===== src/rtl/multdiv_pkg.sv =====
// rtl/multdiv_pkg.sv - shared types and constants for the mul/div sequencing controller
// Contents: controller state enum, engine op encoding, ALU opcodes for mul/div,
//           rstatus register index, default iteration count and counter width.
package multdiv_pkg;

  typedef enum logic [1:0] {
    ST_IDLE = 2'd0,
    ST_LOAD = 2'd1,
    ST_RUN  = 2'd2,
    ST_WB   = 2'd3
  } md_state_e;

  localparam logic MD_OP_MUL = 1'b0;
  localparam logic MD_OP_DIV = 1'b1;

  localparam logic [4:0] ALUOP_MUL = 5'b00110;
  localparam logic [4:0] ALUOP_DIV = 5'b00111;

  localparam logic [4:0] RSTATUS_REG = 5'd30;

  localparam int DEFAULT_ITER  = 32;
  localparam int DEFAULT_CNT_W = 6;

endpackage


===== src/rtl/multdiv_ctrl_if.sv =====
// rtl/multdiv_ctrl_if.sv - decode/engine/write-back signal bundle of the mul/div controller
// Modport slave  : the controller (drives engine strobes, stall/busy, write-back request).
// Modport master : the surroundings (decode starts, engine flags, write-port grant).
// Signals: start_mul, start_div, rd_in, divisor_zero, md_ovf, md_rem_zero, wb_ready (to controller);
//          md_load, md_op, md_step, step_cnt, stall, busy, wb_valid, wb_rd, wb_exc, wb_rstatus (from it).
interface multdiv_ctrl_if #(
  parameter int CNT_W = 6
);
  logic             start_mul;
  logic             start_div;
  logic [4:0]       rd_in;
  logic             divisor_zero;
  logic             md_ovf;
  logic             md_rem_zero;
  logic             md_load;
  logic             md_op;
  logic             md_step;
  logic [CNT_W-1:0] step_cnt;
  logic             stall;
  logic             busy;
  logic             wb_valid;
  logic             wb_ready;
  logic [4:0]       wb_rd;
  logic             wb_exc;
  logic [31:0]      wb_rstatus;

  modport slave (
    input  start_mul, start_div, rd_in, divisor_zero, md_ovf, md_rem_zero, wb_ready,
    output md_load, md_op, md_step, step_cnt, stall, busy, wb_valid, wb_rd, wb_exc, wb_rstatus
  );

  modport master (
    output start_mul, start_div, rd_in, divisor_zero, md_ovf, md_rem_zero, wb_ready,
    input  md_load, md_op, md_step, step_cnt, stall, busy, wb_valid, wb_rd, wb_exc, wb_rstatus
  );
endinterface


===== src/rtl/multdiv_step_counter.sv =====
// rtl/multdiv_step_counter.sv - clearable iteration counter with terminal-count flag
// Ports: clk_i, rst_ni (async active-low), clr_i (synchronous clear, wins over en_i),
//        en_i (count up), cnt_o (current count), last_o (cnt_o == LAST).
module multdiv_step_counter #(
  parameter int WIDTH = 6,
  parameter int LAST  = 31
) (
  input  logic             clk_i,
  input  logic             rst_ni,
  input  logic             clr_i,
  input  logic             en_i,
  output logic [WIDTH-1:0] cnt_o,
  output logic             last_o
);

  logic [WIDTH-1:0] cnt_q;
  logic [WIDTH-1:0] cnt_d;

  always_comb begin
    cnt_d = cnt_q;
    if (clr_i) begin
      cnt_d = '0;
    end else if (en_i) begin
      cnt_d = cnt_q + 1'b1;
    end
  end

  always_ff @(posedge clk_i or negedge rst_ni) begin
    if (!rst_ni) begin
      cnt_q <= '0;
    end else begin
      cnt_q <= cnt_d;
    end
  end

  assign cnt_o  = cnt_q;
  assign last_o = (cnt_q == WIDTH'(LAST));

endmodule


===== src/rtl/multdiv_ctrl.sv =====
// rtl/multdiv_ctrl.sv - sequencing controller for the shared iterative mul/div engine
// Ports: clock, reset_n (async active-low), bus (multdiv_ctrl_if.slave).
// Optional build macro MULTDIV_EARLY_TERM_EN: a mul in RUN finishes as soon as the
// engine reports no remaining multiplier bits (md_rem_zero), skipping the remaining steps.
module multdiv_ctrl
  import multdiv_pkg::*;
#(
  parameter int ITER        = DEFAULT_ITER,
  parameter int CNT_W       = DEFAULT_CNT_W,
  parameter int RSTATUS_MUL = 4,
  parameter int RSTATUS_DIV = 5
) (
  input logic           clock,
  input logic           reset_n,
  multdiv_ctrl_if.slave bus
);

  md_state_e  state_q, state_d;
  logic [4:0] rd_q, rd_d;
  logic       op_q, op_d;
  logic       exc_q, exc_d;

  logic             start_any;
  logic             early_term;
  logic             cnt_clr;
  logic             cnt_last;
  logic [CNT_W-1:0] cnt;

  logic        md_load;
  logic        md_step;
  logic        stall;
  logic        busy;
  logic        wb_valid;
  logic        wb_exc;
  logic [4:0]  wb_rd;
  logic [31:0] wb_rstatus;

  assign start_any = bus.start_mul | bus.start_div;

`ifdef MULTDIV_EARLY_TERM_EN
  // Only multiply can short-circuit; a divide always needs every quotient bit.
  assign early_term = (op_q == MD_OP_MUL) && bus.md_rem_zero;
`else
  logic unused_rem_zero;
  assign unused_rem_zero = bus.md_rem_zero;
  assign early_term      = 1'b0;
`endif

  multdiv_step_counter #(
    .WIDTH (CNT_W),
    .LAST  (ITER - 1)
  ) u_step_counter (
    .clk_i  (clock),
    .rst_ni (reset_n),
    .clr_i  (cnt_clr),
    .en_i   (md_step),
    .cnt_o  (cnt),
    .last_o (cnt_last)
  );

  always_comb begin
    state_d    = state_q;
    rd_d       = rd_q;
    op_d       = op_q;
    exc_d      = exc_q;
    md_load    = 1'b0;
    md_step    = 1'b0;
    cnt_clr    = 1'b0;
    stall      = 1'b1;
    busy       = 1'b1;
    wb_valid   = 1'b0;
    wb_exc     = 1'b0;
    wb_rd      = 5'd0;
    wb_rstatus = 32'd0;

    unique case (state_q)
      ST_IDLE: begin
        busy  = 1'b0;
        // The issuing cycle itself must already hold the PC and F/D latch.
        stall = start_any;
        if (start_any) begin
          rd_d  = bus.rd_in;
          // mul wins when decode raises both starts together.
          op_d  = bus.start_mul ? MD_OP_MUL : MD_OP_DIV;
          exc_d = !bus.start_mul && bus.divisor_zero;
          state_d = (!bus.start_mul && bus.divisor_zero) ? ST_WB : ST_LOAD;
        end
      end

      ST_LOAD: begin
        md_load = 1'b1;
        cnt_clr = 1'b1;
        state_d = ST_RUN;
      end

      ST_RUN: begin
        if (early_term) begin
          state_d = ST_WB;
        end else begin
          md_step = 1'b1;
          if (cnt_last) begin
            state_d = ST_WB;
          end
        end
      end

      ST_WB: begin
        wb_valid = 1'b1;
        wb_exc   = exc_q | ((op_q == MD_OP_MUL) & bus.md_ovf);
        wb_rd    = wb_exc ? RSTATUS_REG : rd_q;
        if (wb_exc) begin
          wb_rstatus = (op_q == MD_OP_DIV) ? 32'(RSTATUS_DIV) : 32'(RSTATUS_MUL);
        end
        if (bus.wb_ready) begin
          state_d = ST_IDLE;
        end
      end

      default: begin
        state_d = ST_IDLE;
      end
    endcase
  end

  always_ff @(posedge clock or negedge reset_n) begin
    if (!reset_n) begin
      state_q <= ST_IDLE;
      rd_q    <= 5'd0;
      op_q    <= 1'b0;
      exc_q   <= 1'b0;
    end else begin
      state_q <= state_d;
      rd_q    <= rd_d;
      op_q    <= op_d;
      exc_q   <= exc_d;
    end
  end

  assign bus.md_load    = md_load;
  assign bus.md_op      = op_q;
  assign bus.md_step    = md_step;
  assign bus.step_cnt   = cnt;
  assign bus.stall      = stall;
  assign bus.busy       = busy;
  assign bus.wb_valid   = wb_valid;
  assign bus.wb_rd      = wb_rd;
  assign bus.wb_exc     = wb_exc;
  assign bus.wb_rstatus = wb_rstatus;

endmodule


===== src/flat_wrapper.sv =====
// flat-port wrapper written by rule: the top's interface ports become plain ports
module multdiv_ctrl_flat import multdiv_pkg::*;
#(
  parameter int ITER        = DEFAULT_ITER,
  parameter int CNT_W       = DEFAULT_CNT_W,
  parameter int RSTATUS_MUL = 4,
  parameter int RSTATUS_DIV = 5
)
  (clock, reset_n, bus_start_mul, bus_start_div, bus_rd_in, bus_divisor_zero, bus_md_ovf, bus_md_rem_zero, bus_wb_ready, bus_md_load, bus_md_op, bus_md_step, bus_step_cnt, bus_stall, bus_busy, bus_wb_valid, bus_wb_rd, bus_wb_exc, bus_wb_rstatus);
  multdiv_ctrl_if #(.CNT_W(CNT_W)) bus_i ();
  input logic clock;
  input logic reset_n;
  input wire logic [$bits(bus_i.start_mul)-1:0] bus_start_mul;
  input wire logic [$bits(bus_i.start_div)-1:0] bus_start_div;
  input wire logic [$bits(bus_i.rd_in)-1:0] bus_rd_in;
  input wire logic [$bits(bus_i.divisor_zero)-1:0] bus_divisor_zero;
  input wire logic [$bits(bus_i.md_ovf)-1:0] bus_md_ovf;
  input wire logic [$bits(bus_i.md_rem_zero)-1:0] bus_md_rem_zero;
  input wire logic [$bits(bus_i.wb_ready)-1:0] bus_wb_ready;
  output wire logic [$bits(bus_i.md_load)-1:0] bus_md_load;
  output wire logic [$bits(bus_i.md_op)-1:0] bus_md_op;
  output wire logic [$bits(bus_i.md_step)-1:0] bus_md_step;
  output wire logic [$bits(bus_i.step_cnt)-1:0] bus_step_cnt;
  output wire logic [$bits(bus_i.stall)-1:0] bus_stall;
  output wire logic [$bits(bus_i.busy)-1:0] bus_busy;
  output wire logic [$bits(bus_i.wb_valid)-1:0] bus_wb_valid;
  output wire logic [$bits(bus_i.wb_rd)-1:0] bus_wb_rd;
  output wire logic [$bits(bus_i.wb_exc)-1:0] bus_wb_exc;
  output wire logic [$bits(bus_i.wb_rstatus)-1:0] bus_wb_rstatus;
  assign bus_i.start_mul = bus_start_mul;
  assign bus_i.start_div = bus_start_div;
  assign bus_i.rd_in = bus_rd_in;
  assign bus_i.divisor_zero = bus_divisor_zero;
  assign bus_i.md_ovf = bus_md_ovf;
  assign bus_i.md_rem_zero = bus_md_rem_zero;
  assign bus_i.wb_ready = bus_wb_ready;
  assign bus_md_load = bus_i.md_load;
  assign bus_md_op = bus_i.md_op;
  assign bus_md_step = bus_i.md_step;
  assign bus_step_cnt = bus_i.step_cnt;
  assign bus_stall = bus_i.stall;
  assign bus_busy = bus_i.busy;
  assign bus_wb_valid = bus_i.wb_valid;
  assign bus_wb_rd = bus_i.wb_rd;
  assign bus_wb_exc = bus_i.wb_exc;
  assign bus_wb_rstatus = bus_i.wb_rstatus;
  multdiv_ctrl #(.ITER(ITER), .CNT_W(CNT_W), .RSTATUS_MUL(RSTATUS_MUL), .RSTATUS_DIV(RSTATUS_DIV)) u_core (.clock(clock), .reset_n(reset_n), .bus(bus_i));
endmodule

===== config.mk =====
export PLATFORM = sky130hd
export DESIGN_NAME = multdiv_ctrl_flat
export DESIGN_NICKNAME = d
export VERILOG_FILES = /design/src/rtl/multdiv_pkg.sv /design/src/rtl/multdiv_ctrl_if.sv /design/src/rtl/multdiv_step_counter.sv /design/src/rtl/multdiv_ctrl.sv /design/src/flat_wrapper.sv
export SDC_FILE = /design/constraint.sdc
export NUM_CORES = 1
export LEC_CHECK = 0
export ABC_AREA = 1
export CAP_MARGIN = 20
export CORE_MARGIN = 1.5
export CORE_UTILIZATION = 41
export CTS_BUF_LIST = sky130_fd_sc_hd__clkbuf_16
export DETAILED_ROUTE_END_ITERATION = 16
export PLACE_DENSITY = 0.95
export SLEW_MARGIN = 5
export SYNTH_ARGS = -nofsm -noshare
export SYNTH_HDL_FRONTEND = slang
export SYNTH_SLANG_ARGS = --single-unit

===== constraint.sdc =====
create_clock -name clock -period 2.65 [get_ports clock]
set_clock_uncertainty 0.2 [all_clocks]
set_input_delay 0.265 -clock clock [delete_from_list [all_inputs] [get_ports clock]]
set_output_delay 0.265 -clock clock [all_outputs]
set_load 0.01 [all_outputs]

# --- Word level (Yosys, flattened, before mapping) ---
# Index checks and enable logic that the tools add are counted.
op_classes:
  n_addsub: 1
  n_eq_ne: 7
  mux: 19
  bitwise: 4
  reduce_logical: 6
ops:
  columns: ["cell", "count"]
  rows:
  - ["two-way mux 32 bit", 2]
  - ["two-way mux 6 bit", 2]
  - ["two-way mux 5 bit", 2]
  - ["two-way mux 1 bit", 8]
  - ["two-way mux 2 bit", 4]
  - ["one-hot mux 2 bit (4 select lines)", 1]
  - ["adder 6 x 1 -> 6 bit (second input constant)", 1]
  - ["equality test 6 x 5 -> 1 bit (second input constant)", 1]
  - ["equality test 2 bit (second input constant)", 2]
  - ["!= test 2 x 1 -> 1 bit (second input constant)", 2]
  - ["AND reduction 3 bit", 1]
  - ["equality test 2 x 1 -> 1 bit (second input constant)", 1]
  - ["logical NOT 2 bit", 1]
  - ["!= test 2 bit (second input constant)", 1]
  - ["bitwise OR 1 bit", 2]
  - ["AND reduction 2 bit", 1]
  - ["nonzero test 2 bit", 1]
  - ["bitwise AND 1 bit", 1]
  - ["logical AND 1 bit", 1]
  - ["logical NOT 1 bit", 1]
  - ["NOT 1 bit", 1]
totals:
  register_bits: 15
  input_bits: 13
  out_inout_bits: 50

# --- Longest topological paths before layout ---
logic_depth:
  word_depth: 5
  ltp_mapped: 8

# --- Modules after synthesis ---
# A second synthesis with hierarchy kept.
hier_totals:
  cells_unflattened: 148
  area_unflattened_um2: 1088.5
by_module_without_submodules:
  columns: ["module", "instances", "cells_each", "area_each_um2"]
  rows:
  - ["multdiv_ctrl", 1, 106, 770.7]
  - ["multdiv_step_counter", 1, 42, 317.8]

# --- Worst setup path before layout ---
# OpenSTA, ideal clock, no wires.
synth_path:
  path_type: "reg2out"
  start: "register u_core.state_q[0]"
  end: "output port bus_wb_rstatus[2]"
  arrival_time_ns: 1.113
  required_time_ns: 2.185
  setup_slack_ns: 1.072
  stages_incl_launch_ff: 5
  n_path_buf: 1
  path_cell_list: "dfrtp_1 ha_1 nand2_1 inv_1 buf_4"
synth_via:
  elab_chain_cells: 2
synth_rtl:
  columns: ["item", "line_no", "text"]
  rows:
  - ["start, declared", "multdiv_ctrl.sv:18", "md_state_e state_q, state_d;"]
  - ["start signal, assigned", "multdiv_ctrl.sv:132", "state_q <= state_d;"]
  - ["equality test 2 bit", "multdiv_ctrl.sv:76", "unique case (state_q)"]
  - ["two-way mux 32 bit", "multdiv_ctrl.sv:76", null]
  - ["end, declared", "flat_wrapper.sv:29", "output wire logic [$bits(bus_i.wb_rstatus)-1:0] bus_wb_rstatus;"]
# Every way passes these cells.

# --- Final worst setup path ---
layout_path:
  start: "register u_core.state_q[0]"
  end: "output port bus_wb_rstatus[0]"
# The elaborated chain is that of the path after synthesis.

==> metrics <==
vias in the first global route=730; Mapped Avg Cell Area=between 7 and 8 um^2; most frequent cells in the layout=nand2_1 (35), clkdlybuf4s50_1 (31), conb_1 (30); commonest non-fill, non-tap cell in the layout=nand2_1; Post-DRT Antenna Nets=0; CP Capture Type=output port; synthesized instance count=144; layout filler cell count=230; Setup-failing EPs final=0; clock buffer depth=2; routed wire length=2130 um; CP cell instances=ha_1 > nand2_1 > nor2_1 > clkdlybuf4s50_1; Die Width=between 50 and 60 um; Core ar.=2500 um^2; Top delay family on crit path=buffers and inverters; CTS tree=yes; Slew Limit Fails=0; pin count of the biggest net entering global routing=16; CTS sink cnt=15; Pleak=a little over 0.0007 uW; worst reg2reg endpoint=u_core.u_step_counter.cnt_o[5]; flop2flop setup slack=0.96 ns; starting density of the core=a little over two fifths; final hold violations=0; register bit total from synthesis=15; H-tree Lvls=1; slowest CP cell=clkdlybuf4s50_1; CP Depth=4; status=finished clean; VDD IR max=505 uV; total track usage=around 16%; Worst Path Buf+Inv=1; worst reg2reg path startpoint=u_core.state_q[0]; DRC Markers=0; post-synthesis sequential area ratio=34.2%; Starting DRT DRC Count=12; vias per cell=4.20; fin crit period=2.34 ns; Slew @ Worst Pin=0.668 ns; total gr overflow=0; Worst-Skew Late Latency=0.25 ns; pwr dens=approximately 1100 nW/um^2; die area=2990 um^2; Synthesis Warnings=0; # hold bufs at CTS=0; initial antenna violation count=0; Top Ports=63; Setup Fix Bufs, Post-CTS=0; nets=195; Port Buffer Count=31; Diodes inserted=0; FP Rows=18; Crit Path Max Fanout=8; via count=862; Reg area=around 380 um^2; routed len/inst=10.4 um; Root Buffer=clkbuf_16; Die Y=54.7 um; r2r worst-path depth=7; half-perimeter wire length after placement=1570 um; worst min path class=in -> async; Worst Path Class, Setup=reg -> out; final setup TNS=0 ns; global placement routability congestion=0.789; Peak Freq=0.427 GHz; P&R area growth vs syn=26.0%; fin util=between 50% and 60%; CTS clk-pin slew, worst paths=~0.050 ns; startpoint types=flip-flop; cts bufs inserted=3; Worst EP required=2.18 ns; DR pass1 iterations=4; final period utilization=88.3%; Synth Cell Area=between 1000 and 1500 um^2; layout cells sized above 1=between 5 and 6%; slowest stage delay, CP=0.55 ns; Worst slew margin=55.3%; maxcap violations=0; Synth cell types=18; multi-input logic area=503 um^2; CTS resizes=0; critical path arrival=1.87 ns; unrepaired setup endpoints after global routing=false; first-pass GRT wire length=3260 um
-- worst max path at each step --
| stage | start | end |
|---|---|---|
| 3_3_place_gp | bus_md_ovf | bus_wb_rstatus[0] |
| 5_1_grt | u_core.state_q[1] | bus_wb_rstatus[0] |
| 6_report | u_core.state_q[0] | bus_wb_rstatus[0] |
| 4_1_cts | u_core.state_q[0] | bus_wb_rstatus[0] |
| 2_1_floorplan | u_core.state_q[0] | bus_wb_rstatus[2] |
| 3_5_place_dp | bus_md_ovf | bus_wb_rstatus[0] |
-- metal layers --
metal	wire [um]	GRT usage (%)	share of wire [%]	vias up
li1	-	-	-	439
met1	885	19.4	42	388
met2	1100	25.0	52	31
met3	107	2.46	5.0	4
met4	38	10.0	1.8	0
met5	0	0	0	-
-- area by class of cell --
cell class	count	share of cell area, %
Sequential cell	15	27.2
Timing Repair Buffer	31	22.5
Inverter	20	5.43
Clock buffer	3	5.43
Tap cell	30	2.72
Multi-Input combinational cell	105	36.4
Clock inverter	1	0.362
-- registers in the layout, summed over array words and instances (netlist names) --
| name | count |
|---|---|
| u_core.rd_q | 5 |
| u_core.state_q | 2 |
| u_core.exc_q | 1 |
| u_core.bus.md_op | 1 |
| u_core.u_step_counter.cnt_o | 6 |
-- Yosys cell counts --
cell,instances,share of area (%)
buf_6,1,1.0
nand3_1,5,2.3
o21ai_1,8,3.7
buf_4,32,22
a21oi_2,1,0.80
inv_1,20,6.8
a21o_1,1,0.69
o21ai_2,1,0.80
a21oi_1,5,2.3
nor2_2,1,0.57
nor3_2,1,0.91
nand2_1,35,12
dfrtp_1,15,34
o21bai_2,1,1.0
conb_1,1,0.34
nor2_1,7,2.4
o21ai_0,3,1.4
ha_1,6,6.8
-- through the flow --
| step | setup WS [ns] | instance area (um^2) | total power, uW | hold WS, ns | instances |
|---|---|---|---|---|---|
| 3_5_place_dp | 0.528 | 1300 | 1160 | 0.279 | 201 |
| 6_report | 0.311 | 1380 | 1460 | 0.228 | 205 |
| 5_1_grt | 0.180 | 1380 | 1580 | 0.290 | 205 |
| 2_1_floorplan | 1.07 | 1200 | 910 | -0.231 | 173 |
| 3_3_place_gp | 0.529 | 1300 | 1130 | 0.273 | 201 |
| 4_1_cts | 0.314 | 1380 | 1470 | 0.258 | 205 |
-- cell families after synthesis --
family	count (synthesis)	synth area share, %
flops	15	34.2
other cells	1	0.342
simple gates	49	18.2
fa+ha+maj	6	6.85
compound gates	20	10.6
buf+inv	53	29.8
-- where the power goes --
| part | switching, uW | internal [uW] |
|---|---|---|
| clock network | 96.2 | 202 |
| logic | 407 | 349 |
| registers | 80.9 | 329 |
| total | 584 | 880 |
Power figures use the tool's default switching activity.
